==> src/rtl/decoder_scan_mux_if.sv <==
// -----------------------------------------------------------------------------
// decoder_scan_mux_if
//
// Purpose : groups the frame-load handshake and the multiplexed display
//           outputs of decoder_scan_mux into one bundle.
//
// Signals : load_valid  host presents a new frame
//           load_ready  block can accept a frame (combinational from pending)
//           load_data   CHANNELS nibbles, digit k at [4k+3:4k]
//           blank_mask  bit k=1 forces digit k dark, sampled with load_data
//           seg_out     segment pattern, bit0=a .. bit6=g, 1 = lit
//           digit_en    one-hot enable of the digit currently lit
//           frame_done  one-cycle pulse on the first cycle of digit 0
//
// Modports: master - host / display side (drives the load request)
//           slave  - decoder_scan_mux itself
// -----------------------------------------------------------------------------
interface decoder_scan_mux_if #(
    parameter int CHANNELS = 4
);
    logic                  load_valid;
    logic                  load_ready;
    logic [4*CHANNELS-1:0] load_data;
    logic [CHANNELS-1:0]   blank_mask;
    logic [6:0]            seg_out;
    logic [CHANNELS-1:0]   digit_en;
    logic                  frame_done;

    modport master (
        output load_valid,
        output load_data,
        output blank_mask,
        input  load_ready,
        input  seg_out,
        input  digit_en,
        input  frame_done
    );

    modport slave (
        input  load_valid,
        input  load_data,
        input  blank_mask,
        output load_ready,
        output seg_out,
        output digit_en,
        output frame_done
    );
endinterface

==> src/rtl/decoder_scan_mux.sv <==
// -----------------------------------------------------------------------------
// decoder_scan_mux
//
// Purpose : accepts a frame of CHANNELS hex nibbles over a valid/ready port,
//           decodes them to 7-segment patterns and scans them out one digit at
//           a time. Each digit stays lit for PRESCALE cycles. A newly loaded
//           frame waits in a pending register and only becomes visible at a
//           frame boundary, so a frame is never shown half old / half new.
//
// Ports   : i_clock    system clock, rising edge
//           i_reset_n  asynchronous active-low reset
//           bus        decoder_scan_mux_if.slave (load handshake + display)
//
// Parameters:
//           CHANNELS   number of digits scanned (2..8)
//           PRESCALE   cycles each digit stays lit (>= 2, fits 16 bits)
//
// Build option:
//           DECODER_LEADING_ZERO_BLANK_EN - when defined, zero digits above
//           the most significant nonzero digit are blanked as well (digit 0
//           is always shown). The mask is computed once, as the frame moves
//           into the active register. Undefined: only blank_mask blanks.
// -----------------------------------------------------------------------------
module decoder_scan_mux #(
    parameter int CHANNELS = 4,
    parameter int PRESCALE = 1000
) (
    input  logic              i_clock,
    input  logic              i_reset_n,
    decoder_scan_mux_if.slave bus
);

    localparam int                IDX_W      = (CHANNELS > 1) ? $clog2(CHANNELS) : 1;
    localparam logic [15:0]       PRESC_LAST = 16'(PRESCALE - 1);
    localparam logic [IDX_W-1:0]  IDX_LAST   = IDX_W'(CHANNELS - 1);

    typedef enum logic {
        ST_IDLE,
        ST_SCAN
    } state_t;

    // -------------------------------------------------------------------------
    // Registers and their next-state values
    // -------------------------------------------------------------------------
    state_t                r_state;
    state_t                w_state_nxt;

    logic                  r_pend_valid;
    logic                  w_pend_valid_nxt;
    logic [4*CHANNELS-1:0] r_pend_data;
    logic [4*CHANNELS-1:0] w_pend_data_nxt;
    logic [CHANNELS-1:0]   r_pend_mask;
    logic [CHANNELS-1:0]   w_pend_mask_nxt;

    logic [4*CHANNELS-1:0] r_act_data;
    logic [4*CHANNELS-1:0] w_act_data_nxt;
    // Final per-digit blanking of the active frame (mask plus optional
    // leading-zero rule), frozen for the whole frame.
    logic [CHANNELS-1:0]   r_act_blank;
    logic [CHANNELS-1:0]   w_act_blank_nxt;

    logic [IDX_W-1:0]      r_idx;
    logic [IDX_W-1:0]      w_idx_nxt;
    logic [15:0]           r_presc;
    logic [15:0]           w_presc_nxt;

    logic [6:0]            r_seg;
    logic [6:0]            w_seg_nxt;
    logic [CHANNELS-1:0]   r_digit_en;
    logic [CHANNELS-1:0]   w_digit_en_nxt;
    logic                  r_frame_done;
    logic                  w_frame_done_nxt;

    // -------------------------------------------------------------------------
    // Helper wires
    // -------------------------------------------------------------------------
    logic                  w_accept;   // load handshake completes this edge
    logic                  w_promote;  // pending frame moves to active this edge
    logic                  w_presc_tc; // last cycle of the current digit slot
    logic [3:0]            w_nibble;   // nibble of the digit lit next cycle
    logic                  w_blank;    // that digit is dark next cycle
    logic [CHANNELS-1:0]   w_frame_blank;

    // -------------------------------------------------------------------------
    // Standard hex to 7-segment table, bit0=a .. bit6=g, active high.
    // -------------------------------------------------------------------------
    function automatic logic [6:0] hex_to_seg(input logic [3:0] nib);
        logic [6:0] seg;
        case (nib)
            4'h0:    seg = 7'h3F;
            4'h1:    seg = 7'h06;
            4'h2:    seg = 7'h5B;
            4'h3:    seg = 7'h4F;
            4'h4:    seg = 7'h66;
            4'h5:    seg = 7'h6D;
            4'h6:    seg = 7'h7D;
            4'h7:    seg = 7'h07;
            4'h8:    seg = 7'h7F;
            4'h9:    seg = 7'h6F;
            4'hA:    seg = 7'h77;
            4'hB:    seg = 7'h7C;
            4'hC:    seg = 7'h39;
            4'hD:    seg = 7'h5E;
            4'hE:    seg = 7'h79;
            default: seg = 7'h71;
        endcase
        return seg;
    endfunction

`ifdef DECODER_LEADING_ZERO_BLANK_EN
    // Walk from the most significant digit down; keep blanking while every
    // digit seen so far is zero. Digit 0 is excluded so a value of zero
    // still shows a single "0".
    function automatic logic [CHANNELS-1:0] lead_zero_mask(
        input logic [4*CHANNELS-1:0] data
    );
        logic [CHANNELS-1:0] mask;
        logic                still_zero;
        mask       = '0;
        still_zero = 1'b1;
        for (int k = CHANNELS - 1; k >= 1; k--) begin
            still_zero = still_zero && (data[4*k +: 4] == 4'h0);
            mask[k]    = still_zero;
        end
        return mask;
    endfunction
`endif

    // Blanking for the frame that is about to become active.
    always_comb begin
`ifdef DECODER_LEADING_ZERO_BLANK_EN
        w_frame_blank = r_pend_mask | lead_zero_mask(r_pend_data);
`else
        w_frame_blank = r_pend_mask;
`endif
    end

    // -------------------------------------------------------------------------
    // Next-state logic: scan FSM, prescaler, pending/active frame handling
    // and the values the registered outputs take on the next edge.
    // -------------------------------------------------------------------------
    always_comb begin
        // NOTE: every signal gets a default before any branch; a path that
        // leaves one unassigned would infer a latch.
        w_state_nxt      = r_state;
        w_idx_nxt        = r_idx;
        w_presc_nxt      = r_presc;
        w_promote        = 1'b0;
        w_frame_done_nxt = 1'b0;

        w_accept   = bus.load_valid && !r_pend_valid;
        w_presc_tc = (r_presc == PRESC_LAST);

        case (r_state)
            ST_IDLE: begin
                // First frame goes live one edge after it is accepted.
                if (r_pend_valid) begin
                    w_promote   = 1'b1;
                    w_state_nxt = ST_SCAN;
                    w_idx_nxt   = '0;
                    w_presc_nxt = '0;
                end
            end

            ST_SCAN: begin
                if (w_presc_tc) begin
                    w_presc_nxt = '0;
                    if (r_idx == IDX_LAST) begin
                        // Frame boundary: the only point where new data may
                        // replace the displayed frame.
                        w_idx_nxt        = '0;
                        w_frame_done_nxt = 1'b1;
                        w_promote        = r_pend_valid;
                    end else begin
                        w_idx_nxt = r_idx + IDX_W'(1);
                    end
                end else begin
                    w_presc_nxt = r_presc + 16'd1;
                end
            end

            default: begin
                w_state_nxt = ST_IDLE;
            end
        endcase

        // Pending register. Accept and promote are mutually exclusive (accept
        // needs pending clear, promote needs it set), so a load taken on a
        // boundary edge simply stays pending until the next boundary.
        w_pend_valid_nxt = r_pend_valid;
        w_pend_data_nxt  = r_pend_data;
        w_pend_mask_nxt  = r_pend_mask;
        if (w_promote) begin
            w_pend_valid_nxt = 1'b0;
        end
        if (w_accept) begin
            w_pend_valid_nxt = 1'b1;
            w_pend_data_nxt  = bus.load_data;
            w_pend_mask_nxt  = bus.blank_mask;
        end

        // Active register.
        w_act_data_nxt  = r_act_data;
        w_act_blank_nxt = r_act_blank;
        if (w_promote) begin
            w_act_data_nxt  = r_pend_data;
            w_act_blank_nxt = w_frame_blank;
        end

        // Outputs are computed from the next index and next active frame so
        // that the registered outputs line up with the digit slot exactly.
        w_nibble = 4'h0;
        w_blank  = 1'b0;
        for (int k = 0; k < CHANNELS; k++) begin
            if (w_idx_nxt == IDX_W'(k)) begin
                w_nibble = w_act_data_nxt[4*k +: 4];
                w_blank  = w_act_blank_nxt[k];
            end
        end

        w_seg_nxt      = '0;
        w_digit_en_nxt = '0;
        if (w_state_nxt == ST_SCAN) begin
            for (int k = 0; k < CHANNELS; k++) begin
                // A blanked digit keeps its enable so every slot has the
                // same on-time regardless of content.
                w_digit_en_nxt[k] = (w_idx_nxt == IDX_W'(k));
            end
            if (!w_blank) begin
                w_seg_nxt = hex_to_seg(w_nibble);
            end
        end
    end

    // -------------------------------------------------------------------------
    // State register
    // -------------------------------------------------------------------------
    always_ff @(posedge i_clock or negedge i_reset_n) begin
        if (!i_reset_n) begin
            // NOTE: the frame registers are cleared too; a reset must drop
            // any pending frame rather than show stale data after release.
            r_state      <= ST_IDLE;
            r_pend_valid <= 1'b0;
            r_pend_data  <= '0;
            r_pend_mask  <= '0;
            r_act_data   <= '0;
            r_act_blank  <= '0;
            r_idx        <= '0;
            r_presc      <= '0;
            r_seg        <= '0;
            r_digit_en   <= '0;
            r_frame_done <= 1'b0;
        end else begin
            // NOTE: non-blocking assignments so every register samples the
            // pre-edge values, independent of statement order.
            r_state      <= w_state_nxt;
            r_pend_valid <= w_pend_valid_nxt;
            r_pend_data  <= w_pend_data_nxt;
            r_pend_mask  <= w_pend_mask_nxt;
            r_act_data   <= w_act_data_nxt;
            r_act_blank  <= w_act_blank_nxt;
            r_idx        <= w_idx_nxt;
            r_presc      <= w_presc_nxt;
            r_seg        <= w_seg_nxt;
            r_digit_en   <= w_digit_en_nxt;
            r_frame_done <= w_frame_done_nxt;
        end
    end

    // -------------------------------------------------------------------------
    // Outputs
    // -------------------------------------------------------------------------
    assign bus.load_ready = !r_pend_valid;
    assign bus.seg_out    = r_seg;
    assign bus.digit_en   = r_digit_en;
    assign bus.frame_done = r_frame_done;

endmodule
==> src/flat_wrapper.sv <==
// flat-port wrapper written by rule: the top's interface ports become plain ports
module decoder_scan_mux_flat 
#(
    parameter int CHANNELS = 4,
    parameter int PRESCALE = 1000
)
  (i_clock, i_reset_n, bus_load_valid, bus_load_data, bus_blank_mask, bus_load_ready, bus_seg_out, bus_digit_en, bus_frame_done);
  decoder_scan_mux_if #(.CHANNELS(CHANNELS)) bus_i ();
  input  logic i_clock;
  input  logic i_reset_n;
  input wire logic [$bits(bus_i.load_valid)-1:0] bus_load_valid;
  input wire logic [$bits(bus_i.load_data)-1:0] bus_load_data;
  input wire logic [$bits(bus_i.blank_mask)-1:0] bus_blank_mask;
  output wire logic [$bits(bus_i.load_ready)-1:0] bus_load_ready;
  output wire logic [$bits(bus_i.seg_out)-1:0] bus_seg_out;
  output wire logic [$bits(bus_i.digit_en)-1:0] bus_digit_en;
  output wire logic [$bits(bus_i.frame_done)-1:0] bus_frame_done;
  assign bus_i.load_valid = bus_load_valid;
  assign bus_i.load_data = bus_load_data;
  assign bus_i.blank_mask = bus_blank_mask;
  assign bus_load_ready = bus_i.load_ready;
  assign bus_seg_out = bus_i.seg_out;
  assign bus_digit_en = bus_i.digit_en;
  assign bus_frame_done = bus_i.frame_done;
  decoder_scan_mux #(.CHANNELS(CHANNELS), .PRESCALE(PRESCALE)) u_core (.i_clock(i_clock), .i_reset_n(i_reset_n), .bus(bus_i));
endmodule
==> config.mk <==
export PLATFORM = sky130hd
export DESIGN_NAME = decoder_scan_mux_flat
export DESIGN_NICKNAME = d
export VERILOG_FILES = /design/src/rtl/decoder_scan_mux_if.sv /design/src/rtl/decoder_scan_mux.sv /design/src/flat_wrapper.sv
export SDC_FILE = /design/constraint.sdc
export NUM_CORES = 1
export LEC_CHECK = 0
export BUFFER_PORTS_ARGS = -buffer_cell sky130_fd_sc_hd__buf_2
export CELL_PAD_IN_SITES_DETAIL_PLACEMENT = 1
export CELL_PAD_IN_SITES_GLOBAL_PLACEMENT = 1
export CORE_MARGIN = 2
export CORE_UTILIZATION = 46
export CTS_BUF_LIST = sky130_fd_sc_hd__clkbuf_4
export DETAILED_ROUTE_END_ITERATION = 8
export PLACE_DENSITY = 0.74
export SLEW_MARGIN = 20
export SYNTH_ARGS = -nofsm -noshare
export SYNTH_HDL_FRONTEND = slang
export SYNTH_SLANG_ARGS = --single-unit
==> constraint.sdc <==
create_clock -name i_clock -period 3.5 [get_ports i_clock]
set_input_delay 0.35 -clock i_clock [delete_from_list [all_inputs] [get_ports i_clock]]
set_output_delay 0.35 -clock i_clock [all_outputs]
set_load 0.05 [all_outputs]
Word level (Yosys, flattened, before mapping)
Memory sizes are Yosys's and may differ from the RTL's.
Index checks and enable logic that the tools add are counted.
{"block": "classes", "addsub": 2, "n_eq_ne": 6, "reduce_logical": 4, "bitwise": 1, "muxes": 30}
{"cell": "2-to-1 mux 16 bit", "n": 3}
{"cell": "one-hot mux 16 bit (2 select lines)", "n": 1}
{"cell": "2-to-1 mux 4 bit", "n": 6}
{"cell": "adder 16 x 1 -> 16 bit (second input constant)", "n": 1}
{"cell": "== test 16 x 10 -> 1 bit (second input constant)", "n": 1}
{"cell": "2-to-1 mux 7 bit", "n": 2}
{"cell": "2-to-1 mux 1 bit", "n": 13}
{"cell": "== test 2 bit (second input constant)", "n": 3}
{"cell": "2-to-1 mux 2 bit", "n": 3}
{"cell": "one-hot mux 2 bit (2 select lines)", "n": 1}
{"cell": "adder 2 x 1 -> 2 bit (second input constant)", "n": 1}
{"cell": "== test 2 x 1 -> 1 bit (second input constant)", "n": 1}
{"cell": "logical NOT 2 bit", "n": 1}
{"cell": "inequality test 2 x 1 -> 1 bit (second input constant)", "n": 1}
{"cell": "one-hot mux 1 bit (2 select lines)", "n": 1}
{"cell": "nonzero test 2 bit", "n": 1}
{"cell": "logical AND 1 bit", "n": 1}
{"cell": "logical NOT 1 bit", "n": 1}
{"cell": "NOT 1 bit", "n": 1}
{"block": "word_totals", "register_bits": 72, "romBits": 112, "inputBits": 23, "mem_count": 1, "out_inout_bits": 13, "elab_cells": 55}
{"name": "(no name shown)", "depth": 16, "word_bits": 7, "read_ports": 1, "rd_ports_with_merged_regs": 0, "wr": 0, "line": "decoder_scan_mux.sv:89", "text": "case (nib)"}

Longest topological paths before layout
An unclocked memory read counts as a cell.
{"block": "logic_depth", "ltp_word": 12, "mapped_depth": 13, "depth_no_buf": 12}

Worst setup path after synthesis
Ideal clock, no wire load.
{"block": "synth_timing", "path_type": "flip-flop to flip-flop", "start": "register u_core.r_presc[13]", "end": "register u_core.r_seg[3], in the netlist u_core.bus.seg_out[3]", "stages_incl_launch_ff": 11, "period_less_slack_ns": 3.171, "t_arrival_ns": 3.089, "n_path_buf": 0, "path_slack_ns": 0.329, "cell_sequence": "dfrtp_1 or4_4 nor4_4 mux2i_1 a21oi_4 mux2_2 mux2i_1 inv_1 ha_1 mux2_2 o22ai_1"}
{"block": "synth_between", "elab_chain_len": 11}
{"item": "start, declared", "line": "decoder_scan_mux.sv:64", "text": "logic [15:0] r_presc;"}
{"item": "start signal, assigned", "line": "decoder_scan_mux.sv:263", "text": "r_presc <= w_presc_nxt;"}
{"item": "== test 16 x 10 -> 1 bit *", "line": "decoder_scan_mux.sv:152", "text": "w_presc_tc = (r_presc == PRESC_LAST);"}
{"item": "2-to-1 mux 1 bit / 2-to-1 mux 2 bit (equally long branches)", "line": "decoder_scan_mux.sv:166", "text": "if (w_presc_tc) begin"}
{"item": "one-hot mux 1 bit (2 select lines) / one-hot mux 2 bit (2 select lines) (equally long branches)", "line": "decoder_scan_mux.sv:154", "text": "case (r_state)"}
{"item": "2-to-1 mux 16 bit / logical NOT 2 bit (equally long branches)", "line": "decoder_scan_mux.sv:205, decoder_scan_mux.sv:215"}
{"item": "2-to-1 mux 4 bit (4 in a row)", "line": "decoder_scan_mux.sv:215", "text": "if (w_idx_nxt == IDX_W'(k)) begin"}
{"item": "memory read (16 x 7 bit)"}
{"item": "2-to-1 mux 7 bit *", "line": "decoder_scan_mux.sv:229", "text": "if (!w_blank) begin"}
{"item": "2-to-1 mux 7 bit *", "line": "decoder_scan_mux.sv:223", "text": "if (w_state_nxt == ST_SCAN) begin"}
{"item": "via u_core.w_seg_nxt[3]", "line": "decoder_scan_mux.sv:68", "text": "logic [6:0] w_seg_nxt;"}
{"item": "end signal, assigned", "line": "decoder_scan_mux.sv:264", "text": "r_seg <= w_seg_nxt;"}
{"item": "end, declared", "line": "decoder_scan_mux.sv:67", "text": "logic [6:0] r_seg;"}
The timed path passes the listed nets; every way through them passes the cells marked *.
A chain may end at the register's enable or synchronous reset.

Final worst setup path
{"block": "layout_timing", "start": "register u_core.r_presc[10]", "end": "register u_core.r_seg[0], in the netlist u_core.bus.seg_out[0]"}
{"block": "layout_between", "elab_chain_len": 11}
{"item": "== test 16 x 10 -> 1 bit *", "line": "decoder_scan_mux.sv:152"}
{"item": "2-to-1 mux 2 bit *", "line": "decoder_scan_mux.sv:166"}
{"item": "one-hot mux 2 bit (2 select lines) *", "line": "decoder_scan_mux.sv:154"}
{"item": "via u_core.w_idx_nxt[1]", "line": "decoder_scan_mux.sv:63", "text": "logic [IDX_W-1:0] w_idx_nxt;"}
{"item": "logical NOT 2 bit", "line": "decoder_scan_mux.sv:215"}
{"item": "2-to-1 mux 4 bit (4 in a row)", "line": "decoder_scan_mux.sv:215"}
{"item": "memory read (16 x 7 bit)"}
{"item": "2-to-1 mux 7 bit *", "line": "decoder_scan_mux.sv:229"}
{"item": "2-to-1 mux 7 bit *", "line": "decoder_scan_mux.sv:223"}
{"item": "via u_core.w_seg_nxt[0]", "line": "decoder_scan_mux.sv:68"}
Marked as above.

==> summary by stage <==
Status
The flow ran to the end, and the final reports show no timing, DRC or antenna violations.

GRT
The number of antenna violations at the first check in global routing is 0. The number of global-route vias before repair is 2717. The met1 usage is 26.36%.

After global routing the overflow that remains totals 0. The wire length of the first global-routing pass is 13.37 mm. Global routing used 36.30% of the available met2 tracks. Entering global routing, the biggest net connects 73 pins.

The layer with the highest usage after global routing is met2. Global routing used 20.83% of the available tracks. Global routing used 2.934% of the available met3 tracks.

Worst setup path
The worst register-to-register path has a depth of 11. The type of the setup path with the least slack is register to register. The maximum fanout along the worst path is 8. The worst setup path is launched from a register. The endpoint of the most critical register-to-register path is u_core.bus.seg_out[0]. The worst register-to-register path begins at u_core.r_presc[10]. The endpoint required time on the critical path is 3.83 ns. The arrival time reported for the critical path endpoint is 3.71 ns. The slack of the worst reg-to-reg path is 0.13 ns. The worst setup path is captured at a register.

Synth
After synthesis, the largest area contributor takes up 53.29% of total cell area. The count of yosys warnings during synthesis is 0. The synthesized instance count is 283. Counting every net in the synthesized netlist gives 314. The prevailing post-synth register cell is sky130_fd_sc_hd__dfrtp_1. For this run, the register share of the synthesized area comes to 53.29%.

The number of storage elements in the synthesis netlist is 72. The commonest cells after synthesis are 72 x sky130_fd_sc_hd__dfrtp_1, 50 x sky130_fd_sc_hd__mux2_2, 22 x sky130_fd_sc_hd__o21ai_0. The synthesized area divided by synthesized cell count is 11.95 sq um. Sorting the synthesized cells by area gives the leading types as sky130_fd_sc_hd__dfrtp_1 53%, sky130_fd_sc_hd__mux2_2 17%, sky130_fd_sc_hd__mux2i_1 3.3%.

The most numerous cell in the Yosys netlist is sky130_fd_sc_hd__dfrtp_1. After synthesis, the share of flip-flops with an asynchronous set or reset is 100.0%. The synthesized design contains 0 enable-type register cells. The library cell occupying the most area in the post-synthesis netlist is sky130_fd_sc_hd__dfrtp_1. The total standard cell area after synthesis is 3381 sq um. In this run, distinct cell masters in the synthesized netlist total 40.

Floorplan
The total number of placement rows is 31. Pin placement for this block handled 36 I/O pins. The vertical die dimension is 89.73 um.

The starting density of the core is 47.11%. The floorplan die width is 89.73 um. The floorplan step defined a die boundary enclosing 8051 sq um. The area of the core region is 7176 sq um.

Place
Timing analysis after detailed placement gives a worst setup slack of -0.02243 ns. The detailed-placement wirelength estimate is 5.508 mm. The final weighted congestion in routability-driven placement is 0.8112. The number of cells after detailed placement is 418. During placement, the flow inserted port buffers numbering 35. Once placement finished, the instance area stood at 3735 sq um.

Drt
After detailed routing, the number of remaining DRC violations is 0. The pre-antenna-repair detailed-routing pass consisted of 4 iterations. The routed wirelength normalized by instance count is 18.53 um. After the first detailed-routing iteration, the DRC count stood at 100. The detail route stage leaves a number of antenna-violating nets equal to 0. The post-detailed-route via-to-cell ratio is 5.596.

The total via count after detailed routing is 2479. The final routed wirelength across all metal layers is 8.207 mm.

Clocking
The tree is rooted in a sky130_fd_sc_hd__clkbuf_4. The clock transition at the registers of the reported paths is 0.13 ns. TritonCTS built the clock tree.

In this run the deepest clock path goes through 2 buffers. The later pin in the worst-skew pair is clocked with a latency of 0.41 ns. The H-tree was split into 3 levels. TritonCTS created 9 clock buffers. The count of clock tree sinks is 72.

Final layout
Relative to the synthesized area, the layout overhead comes to 18.76%. 0 antenna diodes ended up in the layout. At the end of the flow, the number of nets in the layout was 371.

For this run, the number of standard cells in the final layout without fillers is 443. The layout has 764 filler cells. The cell area after layout is 4015 sq um.

The fraction of final layout cells sized beyond drive strength 1 is 39.83%.

Power
In this run the power density over the cells is 623.5 nW/um^2. For this design the static power due to leakage is 0.001881 uW. IR analysis of the VDD net gives a maximum drop of 291.5 uV.

Timing
At the pin with the least slew margin, the transition time is 0.9132 ns. Hold timing on the final database bottoms out at a slack of 0.1200 ns. Setup violations remaining at the end of the flow were counted as 0. In the finished design, the share of the clock period the worst path needs comes to 96.39%. The worst clock skew on the final layout is 0.01892 ns. The number of hold-slack violations in the final timing report is 0. The worst path meets setup with 0.1262 ns of slack. The achievable frequency is 296.4 MHz. The worst path in the final design needs a cycle of 3.374 ns, including I/O delays and setup. The number of max-slew violations in the final report is 0. The tightest slew margin relative to the limit is 39.12%.

Hold path
The path class of the tightest hold or removal check is input port to async pin.

Run
The tool flagged a number of max-cap violations equal to 0.
-- registers in the layout, summed over array words and instances (netlist names) --
signal                 count
u_core.r_presc            16
u_core.bus.seg_out         7
u_core.r_act_blank         4
u_core.bus.digit_en        4
u_core.r_pend_valid        1
u_core.r_pend_data        16
u_core.r_pend_mask         4
u_core.r_idx               2
u_core.r_state             1
u_core.bus.frame_done      1
u_core.r_act_data         16
-- through the flow --
step                total power [uW]  util (%)  setup TNS [ns]
finish                          2503     55.95               0
global route                    2646     55.95        -0.01693
CTS                             2508     54.82               0
global placement                1804     52.05               0
detailed placement              1852     52.05        -0.03736
floorplan                       1635         -               0
-- cell families (layout without fill, tap and decap cells) --
group / after synthesis / after routing / share of synthesized area [%]
AOI/OAI and AO/OA: 52 / 52 / 9.623
xor gates and xnor gates: 2 / 2 / 0.5182
adders and majority gates: 8 / 8 / 2.961
buffers and inverters: 22 / 83 / 2.443
DFF: 72 / 72 / 53.29
muxes: 63 / 63 / 20.80
and+or+nand+nor: 64 / 64 / 10.36
-- cell usage in the layout, fill, tap and decap left out, types with 2 or more instances in the layout --
cell type	instances
sky130_fd_sc_hd__bufinv_16	3
sky130_fd_sc_hd__nand4_1	6
sky130_fd_sc_hd__a31oi_1	6
sky130_fd_sc_hd__a21oi_1	10
sky130_fd_sc_hd__nand4b_1	2
sky130_fd_sc_hd__mux2_2	49
sky130_fd_sc_hd__mux2i_2	2
sky130_fd_sc_hd__dfrtp_1	72
sky130_fd_sc_hd__and3_1	4
sky130_fd_sc_hd__mux2i_1	9
sky130_fd_sc_hd__a22o_1	2
sky130_fd_sc_hd__or3_1	2
sky130_fd_sc_hd__o21ai_0	22
sky130_fd_sc_hd__ha_1	8
sky130_fd_sc_hd__nor3_1	4
sky130_fd_sc_hd__inv_1	7
sky130_fd_sc_hd__clkbuf_4	9
sky130_fd_sc_hd__clkinv_2	2
sky130_fd_sc_hd__o221a_2	2
sky130_fd_sc_hd__mux2_4	3
sky130_fd_sc_hd__buf_4	23
sky130_fd_sc_hd__nand2_1	20
sky130_fd_sc_hd__clkinv_1	2
sky130_fd_sc_hd__nand3_1	6
sky130_fd_sc_hd__buf_2	35
sky130_fd_sc_hd__nor2_1	11
sky130_fd_sc_hd__xnor2_1	2
sky130_fd_sc_hd__o31ai_1	3
-- metal layers --
| metal | part of all wire [%] | vias up |
|---|---|---|
| met5 | 0 | - |
| met4 | 1.2 | 0 |
| met3 | 2.2 | 8 |
| met2 | 52 | 37 |
| met1 | 44 | 1292 |
| li1 | - | 1142 |
-- area by class of cell --
cell class	count	area, sq um	share of cell area [%]
Multi-Input combinational cell	189	1528	38.05
Inverter	10	37.54	0.9349
Timing Repair Buffer	58	347.8	8.663
Clock inverter	6	108.9	2.711
Tap cell	99	123.9	3.085
Sequential cell	72	1802	44.87
Clock buffer	9	67.56	1.683
-- how the worst max path moves through the flow --
stage,startpoint,endpoint,slack [ns]
after CTS,u_core.r_presc[13],u_core.bus.seg_out[0],0.08
after floorplan,u_core.r_presc[13],u_core.bus.seg_out[3],0.33
after global routing,u_core.r_presc[10],u_core.bus.seg_out[0],-0.009
after global placement,u_core.r_presc[13],u_core.bus.seg_out[3],0.06
after detailed placement,u_core.r_presc[13],u_core.bus.seg_out[3],-0.02
final,u_core.r_presc[10],u_core.bus.seg_out[0],0.13
-- report_power, final --
| part | internal, uW | switching, uW |
|---|---|---|
| clock network | 357 | 296 |
| registers | 1050 | 152 |
| logic | 296 | 348 |
-- worst max-delay path, stage by stage (launching register included) --
cell and delay [ns]:
sky130_fd_sc_hd__dfrtp_1 0.42, sky130_fd_sc_hd__buf_4 0.17, sky130_fd_sc_hd__or3_1 0.42, sky130_fd_sc_hd__nor4_4 0.39, sky130_fd_sc_hd__mux2i_2 0.33, sky130_fd_sc_hd__a21oi_4 0.11
sky130_fd_sc_hd__buf_4 0.16, sky130_fd_sc_hd__inv_2 0.07, sky130_fd_sc_hd__mux2_4 0.31, sky130_fd_sc_hd__mux2_4 0.31, sky130_fd_sc_hd__or4b_1 0.48, sky130_fd_sc_hd__o211ai_1 0.12
-- repair_timing --
action / 4_1_cts / 5_1_grt
endpoints found under the setup margin: 4 / 6
gates resized for setup: 0 / 5
hold buffers: 0 / 0
pin swaps: 0 / 1
setup buffers: 3 / 7
Power figures use the tool's default switching activity.
